`src/rtl/fifo_byte_serializer_pkg.sv`:
```
// rtl/fifo_byte_serializer_pkg.sv - shared types and constants for the FIFO byte serializer
// Purpose: FSM state encoding, FIFO data width, saturating counter helper.
// Ports: none (package).
package fifo_byte_serializer_pkg;

  localparam int FIFO_DATA_W = 8;

  typedef enum logic [2:0] {
    ST_IDLE    = 3'd0,
    ST_REQ     = 3'd1,
    ST_WAIT    = 3'd2,
    ST_SHIFT   = 3'd3,
    ST_BACKOFF = 3'd4
  } state_t;

  function automatic logic [7:0] sat_inc8(input logic [7:0] v);
    return (v == 8'hFF) ? v : v + 8'd1;
  endfunction

endpackage

```
`src/rtl/fifo_byte_serializer_if.sv`:
```
// rtl/fifo_byte_serializer_if.sv - FIFO read port plus serial stream bundle
// Purpose: groups the FIFO read handshake and the bit-serial tx handshake.
// Signals:
//   fifo_ren   read strobe to FIFO
//   fifo_dout  FIFO read data, valid the cycle after fifo_ren
//   fifo_error FIFO empty-read flag, valid the cycle after fifo_ren
//   tx_valid / tx_ready / tx_bit / tx_last  serial stream handshake
// Modports: master = serializer side, slave = FIFO + downstream side.
interface fifo_byte_serializer_if
  import fifo_byte_serializer_pkg::*;
#(
  parameter int DATA_W = FIFO_DATA_W
) ();

  logic              fifo_ren;
  logic [DATA_W-1:0] fifo_dout;
  logic              fifo_error;
  logic              tx_valid;
  logic              tx_ready;
  logic              tx_bit;
  logic              tx_last;

  modport master (
    output fifo_ren,
    input  fifo_dout,
    input  fifo_error,
    output tx_valid,
    input  tx_ready,
    output tx_bit,
    output tx_last
  );

  modport slave (
    input  fifo_ren,
    output fifo_dout,
    output fifo_error,
    input  tx_valid,
    output tx_ready,
    input  tx_bit,
    input  tx_last
  );

endinterface

```
`src/rtl/fifo_byte_serializer_piso_shift.sv`:
```
// rtl/fifo_byte_serializer_piso_shift.sv - parallel-load serial-out shift register
// Purpose: loads a W-bit frame and presents it one bit at a time, MSB or LSB first.
// Ports:
//   clk_i, rst_i  clock, synchronous active-high reset
//   load_i        load data_i (has priority over shift_i)
//   data_i        parallel frame
//   shift_i       advance to the next bit
//   bit_o         current serial bit
module fifo_byte_serializer_piso_shift #(
  parameter int W         = 8,
  parameter int MSB_FIRST = 1
) (
  input  logic         clk_i,
  input  logic         rst_i,
  input  logic         load_i,
  input  logic [W-1:0] data_i,
  input  logic         shift_i,
  output logic         bit_o
);

  logic [W-1:0] sr_q;
  logic [W-1:0] sr_d;

  always_comb begin
    sr_d = sr_q;
    if (load_i) begin
      sr_d = data_i;
    end else if (shift_i) begin
      // zeros fill behind so an idle register reads back as 0
      if (MSB_FIRST != 0) begin
        sr_d = {sr_q[W-2:0], 1'b0};
      end else begin
        sr_d = {1'b0, sr_q[W-1:1]};
      end
    end
  end

  always_ff @(posedge clk_i) begin
    if (rst_i) begin
      sr_q <= '0;
    end else begin
      sr_q <= sr_d;
    end
  end

  assign bit_o = (MSB_FIRST != 0) ? sr_q[W-1] : sr_q[0];

endmodule

```
`src/rtl/fifo_byte_serializer.sv`:
```
// rtl/fifo_byte_serializer.sv - FIFO read-side consumer that serializes bytes onto a bit stream
// Purpose: pops bytes from the FIFO, shifts them out bit-serially with optional even
//   parity, counts empty reads and backs off before retrying.
// Ports:
//   clk_i           clock
//   rst_i           synchronous active-high reset
//   en_i            level enable; keep draining while 1
//   bus             master side of fifo_byte_serializer_if (FIFO read + tx stream)
//   busy_o          FSM not idle
//   underrun_cnt_o  saturating count of empty reads
module fifo_byte_serializer
  import fifo_byte_serializer_pkg::*;
#(
  parameter int DATA_W      = FIFO_DATA_W,
  parameter int MSB_FIRST   = 1,
  parameter int PARITY_EN   = 0,
  parameter int BACKOFF_CYC = 4
) (
  input  logic                   clk_i,
  input  logic                   rst_i,
  input  logic                   en_i,
  fifo_byte_serializer_if.master bus,
  output logic                   busy_o,
  output logic [7:0]             underrun_cnt_o
);

  localparam int FRAME_W = DATA_W + PARITY_EN;
  localparam int IDX_W   = $clog2(FRAME_W);
  localparam int BO_W    = (BACKOFF_CYC > 1) ? $clog2(BACKOFF_CYC) : 1;
  localparam logic [IDX_W-1:0] LAST_IDX = IDX_W'(FRAME_W - 1);
  localparam logic [BO_W-1:0]  BO_LAST  = BO_W'(BACKOFF_CYC - 1);

  state_t           state_q, state_d;
  logic [IDX_W-1:0] idx_q, idx_d;
  logic [BO_W-1:0]  bo_q, bo_d;
  logic [7:0]       und_q, und_d;
  logic             ren_q;

  logic               load;
  logic               shift;
  logic               sout;
  logic [FRAME_W-1:0] frame;
  logic               tx_valid;

  // Parity sits at the tail of the frame in send order.
  generate
    if (PARITY_EN != 0) begin : g_par
      logic par;
      assign par = ^bus.fifo_dout;
      if (MSB_FIRST != 0) begin : g_msb
        assign frame = {bus.fifo_dout, par};
      end else begin : g_lsb
        assign frame = {par, bus.fifo_dout};
      end
    end else begin : g_nopar
      assign frame = bus.fifo_dout;
    end
  endgenerate

  fifo_byte_serializer_piso_shift #(
    .W         (FRAME_W),
    .MSB_FIRST (MSB_FIRST)
  ) u_piso (
    .clk_i   (clk_i),
    .rst_i   (rst_i),
    .load_i  (load),
    .data_i  (frame),
    .shift_i (shift),
    .bit_o   (sout)
  );

  assign tx_valid = (state_q == ST_SHIFT);

  always_comb begin
    state_d = state_q;
    idx_d   = idx_q;
    bo_d    = bo_q;
    und_d   = und_q;
    load    = 1'b0;
    shift   = 1'b0;
    unique case (state_q)
      ST_IDLE: begin
        if (en_i) state_d = ST_REQ;
      end
      ST_REQ: begin
        state_d = ST_WAIT;
      end
      ST_WAIT: begin
        // fifo_error only means "empty read" in this cycle
        if (bus.fifo_error) begin
          und_d   = sat_inc8(und_q);
          bo_d    = '0;
          state_d = ST_BACKOFF;
        end else begin
          load    = 1'b1;
          idx_d   = '0;
          state_d = ST_SHIFT;
        end
      end
      ST_SHIFT: begin
        if (bus.tx_ready) begin
          shift = 1'b1;
          if (idx_q == LAST_IDX) begin
            idx_d   = '0;
            state_d = en_i ? ST_REQ : ST_IDLE;
          end else begin
            idx_d = idx_q + 1'b1;
          end
        end
      end
      ST_BACKOFF: begin
        if (bo_q == BO_LAST) begin
          bo_d    = '0;
          state_d = en_i ? ST_REQ : ST_IDLE;
        end else begin
          bo_d = bo_q + 1'b1;
        end
      end
      default: begin
        state_d = ST_IDLE;
      end
    endcase
  end

  always_ff @(posedge clk_i) begin
    if (rst_i) begin
      state_q <= ST_IDLE;
      idx_q   <= '0;
      bo_q    <= '0;
      und_q   <= '0;
      ren_q   <= 1'b0;
    end else begin
      state_q <= state_d;
      idx_q   <= idx_d;
      bo_q    <= bo_d;
      und_q   <= und_d;
      // strobe is a flop that mirrors entry into REQ, so it is one cycle wide
      ren_q   <= (state_d == ST_REQ);
    end
  end

  assign bus.fifo_ren   = ren_q;
  assign bus.tx_valid   = tx_valid;
  assign bus.tx_bit     = sout;
  assign bus.tx_last    = tx_valid && (idx_q == LAST_IDX);
  assign busy_o         = (state_q != ST_IDLE);
  assign underrun_cnt_o = und_q;

endmodule

```
`src/flat_wrapper.sv`:
```
// flat-port wrapper written by rule: the top's interface ports become plain ports
module fifo_byte_serializer_flat import fifo_byte_serializer_pkg::*;
#(
  parameter int DATA_W      = FIFO_DATA_W,
  parameter int MSB_FIRST   = 1,
  parameter int PARITY_EN   = 0,
  parameter int BACKOFF_CYC = 4
)
  (clk_i, rst_i, en_i, busy_o, underrun_cnt_o, bus_fifo_ren, bus_fifo_dout, bus_fifo_error, bus_tx_valid, bus_tx_ready, bus_tx_bit, bus_tx_last);
  fifo_byte_serializer_if #(.DATA_W(DATA_W)) bus_i ();
  input  logic clk_i;
  input  logic rst_i;
  input  logic en_i;
  output logic busy_o;
  output logic [7:0] underrun_cnt_o;
  output wire logic [$bits(bus_i.fifo_ren)-1:0] bus_fifo_ren;
  input wire logic [$bits(bus_i.fifo_dout)-1:0] bus_fifo_dout;
  input wire logic [$bits(bus_i.fifo_error)-1:0] bus_fifo_error;
  output wire logic [$bits(bus_i.tx_valid)-1:0] bus_tx_valid;
  input wire logic [$bits(bus_i.tx_ready)-1:0] bus_tx_ready;
  output wire logic [$bits(bus_i.tx_bit)-1:0] bus_tx_bit;
  output wire logic [$bits(bus_i.tx_last)-1:0] bus_tx_last;
  assign bus_fifo_ren = bus_i.fifo_ren;
  assign bus_i.fifo_dout = bus_fifo_dout;
  assign bus_i.fifo_error = bus_fifo_error;
  assign bus_tx_valid = bus_i.tx_valid;
  assign bus_i.tx_ready = bus_tx_ready;
  assign bus_tx_bit = bus_i.tx_bit;
  assign bus_tx_last = bus_i.tx_last;
  fifo_byte_serializer #(.DATA_W(DATA_W), .MSB_FIRST(MSB_FIRST), .PARITY_EN(PARITY_EN), .BACKOFF_CYC(BACKOFF_CYC)) u_core (.clk_i(clk_i), .rst_i(rst_i), .en_i(en_i), .bus(bus_i), .busy_o(busy_o), .underrun_cnt_o(underrun_cnt_o));
endmodule
```
`config.mk`:
```
export PLATFORM = sky130hd
export DESIGN_NAME = fifo_byte_serializer_flat
export DESIGN_NICKNAME = d
export VERILOG_FILES = /design/src/rtl/fifo_byte_serializer_pkg.sv /design/src/rtl/fifo_byte_serializer_if.sv /design/src/rtl/fifo_byte_serializer_piso_shift.sv /design/src/rtl/fifo_byte_serializer.sv /design/src/flat_wrapper.sv
export SDC_FILE = /design/constraint.sdc
export NUM_CORES = 1
export LEC_CHECK = 0
export CORE_MARGIN = 2
export CORE_UTILIZATION = 53
export DETAILED_ROUTE_END_ITERATION = 7
export HOLD_SLACK_MARGIN = 0.06
export PLACE_DENSITY = 0.82
export SETUP_SLACK_MARGIN = 0.5
export SLEW_MARGIN = 20
export SYNTH_ARGS = -nofsm -noshare
export SYNTH_HDL_FRONTEND = slang
export SYNTH_SLANG_ARGS = --single-unit
```
`constraint.sdc`:
```
create_clock -name clk_i -period 3 [get_ports clk_i]
set_input_delay 0.6 -clock clk_i [delete_from_list [all_inputs] [get_ports clk_i]]
set_output_delay 0.6 -clock clk_i [all_outputs]
set_load 0.1 [all_outputs]
```
==> flow_metrics.tcl, run 1 <==
set metrics [dict create \
    routed_wirelength_um 2460 \
    drc 0 \
    post_cts_buffers 0 \
    n_antenna_cell 0 \
    stdcell_count 185 \
    fmax_mhz 448 \
    h-tree-depth 1 \
    start_util_pct 56.1 \
    rows 17 \
    dr.pass1.iters 4 \
    cp_max_fo 10 \
    synthMuxAreaShare_pct 5.65 \
    yosysMostFrequentCell "dfxtp_1" \
    worstHoldEndpoint "u_core.idx_q[1]" \
    grt_pass1_vias 992 \
    max_slew_margin_pct 67.9 \
    fin_crit_sh_pct 74.3 \
    period_minus_slack_ns 2.23 \
    r2r_start "u_core.state_q[1]" \
    cp_data_arrival_time_ns 1.63 \
    synth_edf_count 0 \
    crit_type "reg2out" \
    synth.avg_cell_area_um2 8.99 \
    cts_root_buf "clkbuf_4" \
    total_leakage_power_uw 0.000552 \
    reg2regPathDepth 4 \
    synthSimpleGateAreaFrac_pct 24.7 \
    tritoncts "built" \
    p_per_area_nw_per_um2 429 \
    reg2reg_setup_slack_ns 1.23 \
    status "completed" \
    fin_tns_setup_ns 0 \
    end_kind "output pin" \
    reg2reg_to "u_core.u_piso.sr_q[7]" \
    ys_seq_area_share_pct 40.3 \
    fp.dieW_um 52.4 \
    worst_pin_slew_ns 0.480 \
    final_nets 175 \
    grt_start_max_net_pins 16 \
    synth_top_family_by_area "simple AND/OR/NAND/NOR gates" \
    antenna_left 0 \
    cp.required_ns 2.40 \
    p_total_uw 626 \
    synth-xor-area-share_pct 0.706 \
    ys.flop_type "dfxtp_1" \
    syn_nets 155 \
    yosys.area.top_type "dfxtp_1" \
    holdBufCountCts 0 \
    critPathLaunchType "flip-flop" \
    via_count 1094 \
    synth_area_leaders "dfxtp_1, mux2i_1, nor2_1, a211oi_1, ha_1" \
    hold_viol_final 0 \
    via_per_inst 5.91 \
    ios 26 \
    skew_ns 0.0117 \
    hpwl_um 1820 \
    grtUsageTotal_pct 21.0 \
    drive_gt1_share_pct 12.7 \
    synthCells 138 \
    maxCapViolCount 0 \
    design.die.area_um2 2740 \
    ys_warn_count 0 \
    grt_overflow 0 \
    rsz0062_at_grt "no" \
    synthArstFlopShare_pct 0 \
    cts.sinks 25 \
    post-place-cells 181 \
    cts_inserted_buffers 3 \
    clk_pin_slew_ns 0.15 \
    syn_to_final_growth_pct 17.4 \
    hold_class "reg2reg" \
    finalSetupViolCount 0 \
    synth_area_um2 1240 \
    io_buffers 25 \
    synthTopCellsByCount "dfxtp_1, nor2_1" \
    synthAdderAreaFrac_pct 4.03 \
    wl_per_cell_um 13.3 \
    routabilityCongestion 0.758 \
    core_um2 2210 \
    synth-seq-cells 25 \
    antenna_found_initial 0 \
    min_path_cells 2 \
    hold_path.startpoint "u_core.idx_q[1]" \
    synth_compound_area_share_pct 18.0 \
    slew_violations 0 \
    synth_cell_types 38 \
    fill_cells 185 \
    insertion_delay_ns 0.32 \
    peakVddDrop_mv 0.301 \
    die_y_um 52.4 \
    grt_pass1_wl_um 4330 \
    cts-resized-gates 0 \
    yosysTopAreaCellShare_pct 40.3 \
    drt_iter0_drc 31 \
    clockBufferDepth 2 \
]
==> routing by layer <==
layer / vias to the layer above / track usage, % / share of wire, %
met4: 0 / 9.83 / 1.7
li1: 552 / - / -
met3: 4 / 2.86 / 5.6
met1: 509 / 26.2 / 44
met5: - / 0 / 0
met2: 29 / 35.6 / 48
==> worst max-delay path, stage by stage, from the launching register on <==
cell and delay, ns:
dfxtp_1 0.51, and2b_1 0.32, and3_1 0.19, buf_4 0.28
==> worst max-delay path by stage <==
stage,cells past startpoint,from,endpoint,slack (ns)
2_1_floorplan,5,u_core.underrun_cnt_o[0],u_core.underrun_cnt_o[0],0.93
3_3_place_gp,5,bus_fifo_error,u_core.underrun_cnt_o[7],0.86
3_5_place_dp,5,bus_fifo_error,u_core.underrun_cnt_o[5],0.79
4_1_cts,3,u_core.state_q[1],bus_tx_last,0.78
5_1_grt,3,u_core.state_q[1],bus_tx_last,0.67
6_report,3,u_core.state_q[1],bus_tx_last,0.77
==> final cells by class <==
type | count | area (µm²) | share of cell area (%)
inverters | 2 | 7.51 | 0.515
clock buffers | 3 | 22.5 | 1.55
multi-input cells | 100 | 659 | 45.2
flip-flops and latches | 25 | 500 | 34.3
repair buffers | 26 | 225 | 15.5
clock inverters | 1 | 7.51 | 0.515
well taps | 28 | 35.0 | 2.40
==> cells in the final DEF, fill, tap and decap left out, types with 2 or more instances in the layout <==
master           Yosys  final
buf_4                2     14
mux2i_1              7      7
a31oi_1              3      3
nor2_1              17     17
nand2_1              7      7
dfxtp_1             25     25
ha_1                 4      4
nand3_1              6      6
a211oi_1             7      7
clkbuf_4             0      3
a21oi_1              7      7
and3_1               5      5
inv_1                2      2
nor2b_1              2      2
and4_1               4      4
a22oi_1              5      5
a311oi_1             2      2
nand2b_1             2      2
nor3_1               4      4
clkdlybuf4s50_1      0     12
o21ai_0              2      2
==> through the flow <==
| stage | instance area [µm²] | utilization, % | setup WS, ns | hold WS, ns |
|---|---|---|---|---|
| 3_3_place_gp | 1430 | 64.5 | 0.863 | 0.443 |
| 3_5_place_dp | 1430 | 64.5 | 0.787 | 0.468 |
| 5_1_grt | 1460 | 65.9 | 0.667 | 0.508 |
| 2_1_floorplan | 1240 | - | 0.931 | 0.436 |
| 4_1_cts | 1460 | 65.9 | 0.779 | 0.488 |
| 6_report | 1460 | 65.9 | 0.770 | 0.484 |
==> state kept, by name (all words and copies together) (netlist names) <==
name,count
u_core.bo_q,2
u_core.bus.fifo_ren,1
u_core.idx_q,3
u_core.state_q,3
u_core.u_piso.sr_q,8
u_core.underrun_cnt_o,8
==> where the power goes <==
group          leakage, µW  switching [µW]  total (µW)  internal (µW)
Clock            0.0000139             103         154           50.9
Sequential        0.000202            11.9         355            343
Combinational     0.000336            74.0         116           42.2
==> logic make-up after synthesis <==
logic type | Yosys count
AOI/OAI and AO/OA | 32
xor gates and xnor gates | 1
adders and majority gates | 4
buffers and inverters | 13
DFF | 25
muxes | 7
and+or+nand+nor | 56
(Power assumes the default switching activity.)
==> run 2: changes to the inputs <==
CORE_UTILIZATION = 45   (was 53)
PLACE_DENSITY = 0.75   (was 0.82)
clock period = 1.8 ns   (was 3 ns; I/O delays follow)
==> flow_metrics.tcl, run 2 (same netlist as run 1, synthesis figures left out) <==
set metrics [dict create \
    end_kind "output pin" \
    endpoint "bus_tx_last" \
    drt_iter0_drc 35 \
    critPathLaunch "u_core.idx_q[1]" \
    routed_wirelength_um 4320 \
    p_per_area_nw_per_um2 544 \
    core_um2 2690 \
    cts_root_buf "clkbuf_4" \
    hold_ws_ns 0.415 \
    finalSetupViolCount 0 \
    p_total_uw 1190 \
    rsz0062_at_grt "yes" \
    skew_ns 0.0128 \
    hold_viol_final 0 \
    ios 26 \
    rows 19 \
    antenna_left 0 \
    start_util_pct 46.2 \
    via_per_inst 6.19 \
    maxCapViolCount 0 \
    n_antenna_cell 0 \
    dr.pass1.iters 4 \
    cp_max_fo 2 \
    fin_tns_setup_ns 0 \
    grt_overflow 0 \
    status "completed" \
    slew_violations 0 \
    cp.required_ns 1.44 \
    grt_pass1_wl_um 5750 \
    hold_class "in2reg" \
    register_area_um2 542 \
    tritoncts "built" \
    reg2reg_setup_slack_ns 0.14 \
    h-tree-depth 1 \
    final_nets 205 \
    fmax_mhz 577 \
    holdBufCountCts 0 \
    clk_pin_slew_ns 0.15 \
    critPathLaunchType "flip-flop" \
    wl_per_cell_um 19.8 \
    drive_gt1_share_pct 55.6 \
    design.die.area_um2 3190 \
    grt_start_max_net_pins 14 \
    die_y_um 56.5 \
    grt_pass1_vias 1207 \
    insertion_delay_ns 0.33 \
    peakVddDrop_mv 0.512 \
    multiInputGateArea_um2 918 \
    cp_data_arrival_time_ns 1.37 \
    routabilityCongestion 0.883 \
    hpwl_um 2130 \
    drc 0 \
    max_slew_margin_pct 71.7 \
    total_leakage_power_uw 0.000784 \
    crit_type "reg2out" \
    grtUsageTotal_pct 23.4 \
    via_count 1350 \
    fp.dieW_um 56.5 \
    fill_cells 164 \
    final_common_cell "buf_4" \
    reg2reg_to "u_core.underrun_cnt_o[5]" \
    clockBufferDepth 2 \
    cts_inserted_buffers 3 \
    antenna_found_initial 0 \
    fin_crit_sh_pct 96.2 \
    cts.sinks 25 \
    reg2regPathDepth 7 \
    period_minus_slack_ns 1.73 \
    io_buffers 25 \
    r2r_start "u_core.state_q[2]" \
    syn_to_final_growth_pct 75.8 \
    final_cell_mix "buf_4, nor2_1, buf_12" \
    worst_pin_slew_ns 0.424 \
]
run 2: cell count changes in the layout (fill, tap and decap cells not counted), sizes merged:
cell | before | now
dlymetal6s2s | 0 | 1
dlygate4sd2 | 0 | 1
clkbuf | 3 | 4
buf | 14 | 43
inv | 2 | 1
clkdlybuf4s50 | 12 | 10
and3 | 5 | 6
run 2: how the worst min path moves through the flow:
stage / endpoint / cells after the start / slack [ns] / from
final: u_core.bus.fifo_ren / 3 / 0.41 / bus_tx_ready
after global routing: u_core.bus.fifo_ren / 3 / 0.41 / bus_tx_ready
after CTS: u_core.idx_q[1] / 2 / 0.49 / u_core.idx_q[1]
after detailed placement: u_core.idx_q[1] / 2 / 0.47 / u_core.idx_q[1]
after global placement: u_core.idx_q[1] / 2 / 0.45 / u_core.idx_q[1]
after floorplan: u_core.state_q[1] / 1 / 0.43 / u_core.state_q[2]
run 2: power by group:
group,switching [µW],total [µW],internal [µW]
registers,21.5,583,561
logic,186,345,159
clock network,174,260,86.9
run 2: critical path: stages (launching register included):
cell and delay [ns]:
dfxtp_2 0.38, ha_4 0.15, ha_4 0.13, and3_4 0.20
buf_12 0.17
run 2: per-stage QoR:
stage | cells | setup WS (ns) | instance area, µm² | util, %
2_1_floorplan | 138 | 0.400 | 1370 | -
3_3_place_gp | 190 | -0.0324 | 1750 | 65.2
3_5_place_dp | 190 | -0.0913 | 1750 | 65.2
4_1_cts | 210 | 0.0907 | 1980 | 73.8
5_1_grt | 218 | 0.0334 | 2180 | 81.2
6_report | 218 | 0.0677 | 2180 | 81.2
run 2: final cells by class:
class                   count  area share (%)
multi-input cells         101            42.1
repair buffers             55            29.6
flip-flops and latches     25            24.8
well taps                  31            1.78
clock buffers               4            1.20
inverters                   2           0.516
run 2: routing by layer:
layer	wire length (µm)	part of all wire, %	up-vias	global-route usage [%]
li1	-	-	611	-
met1	1700	39	673	27.1
met2	2280	53	49	41.0
met3	181	4.2	17	4.15
met4	159	3.7	0	11.6
met5	0	0	-	0
run 2: timing repair:
| item | CTS | global route |
|---|---|---|
| gates cloned | 2 | 0 |
| setup endpoints to repair | 22 | 32 |
| pin swaps | 21 | 18 |
| setup buffers | 14 | 8 |
| resized for setup | 25 | 30 |
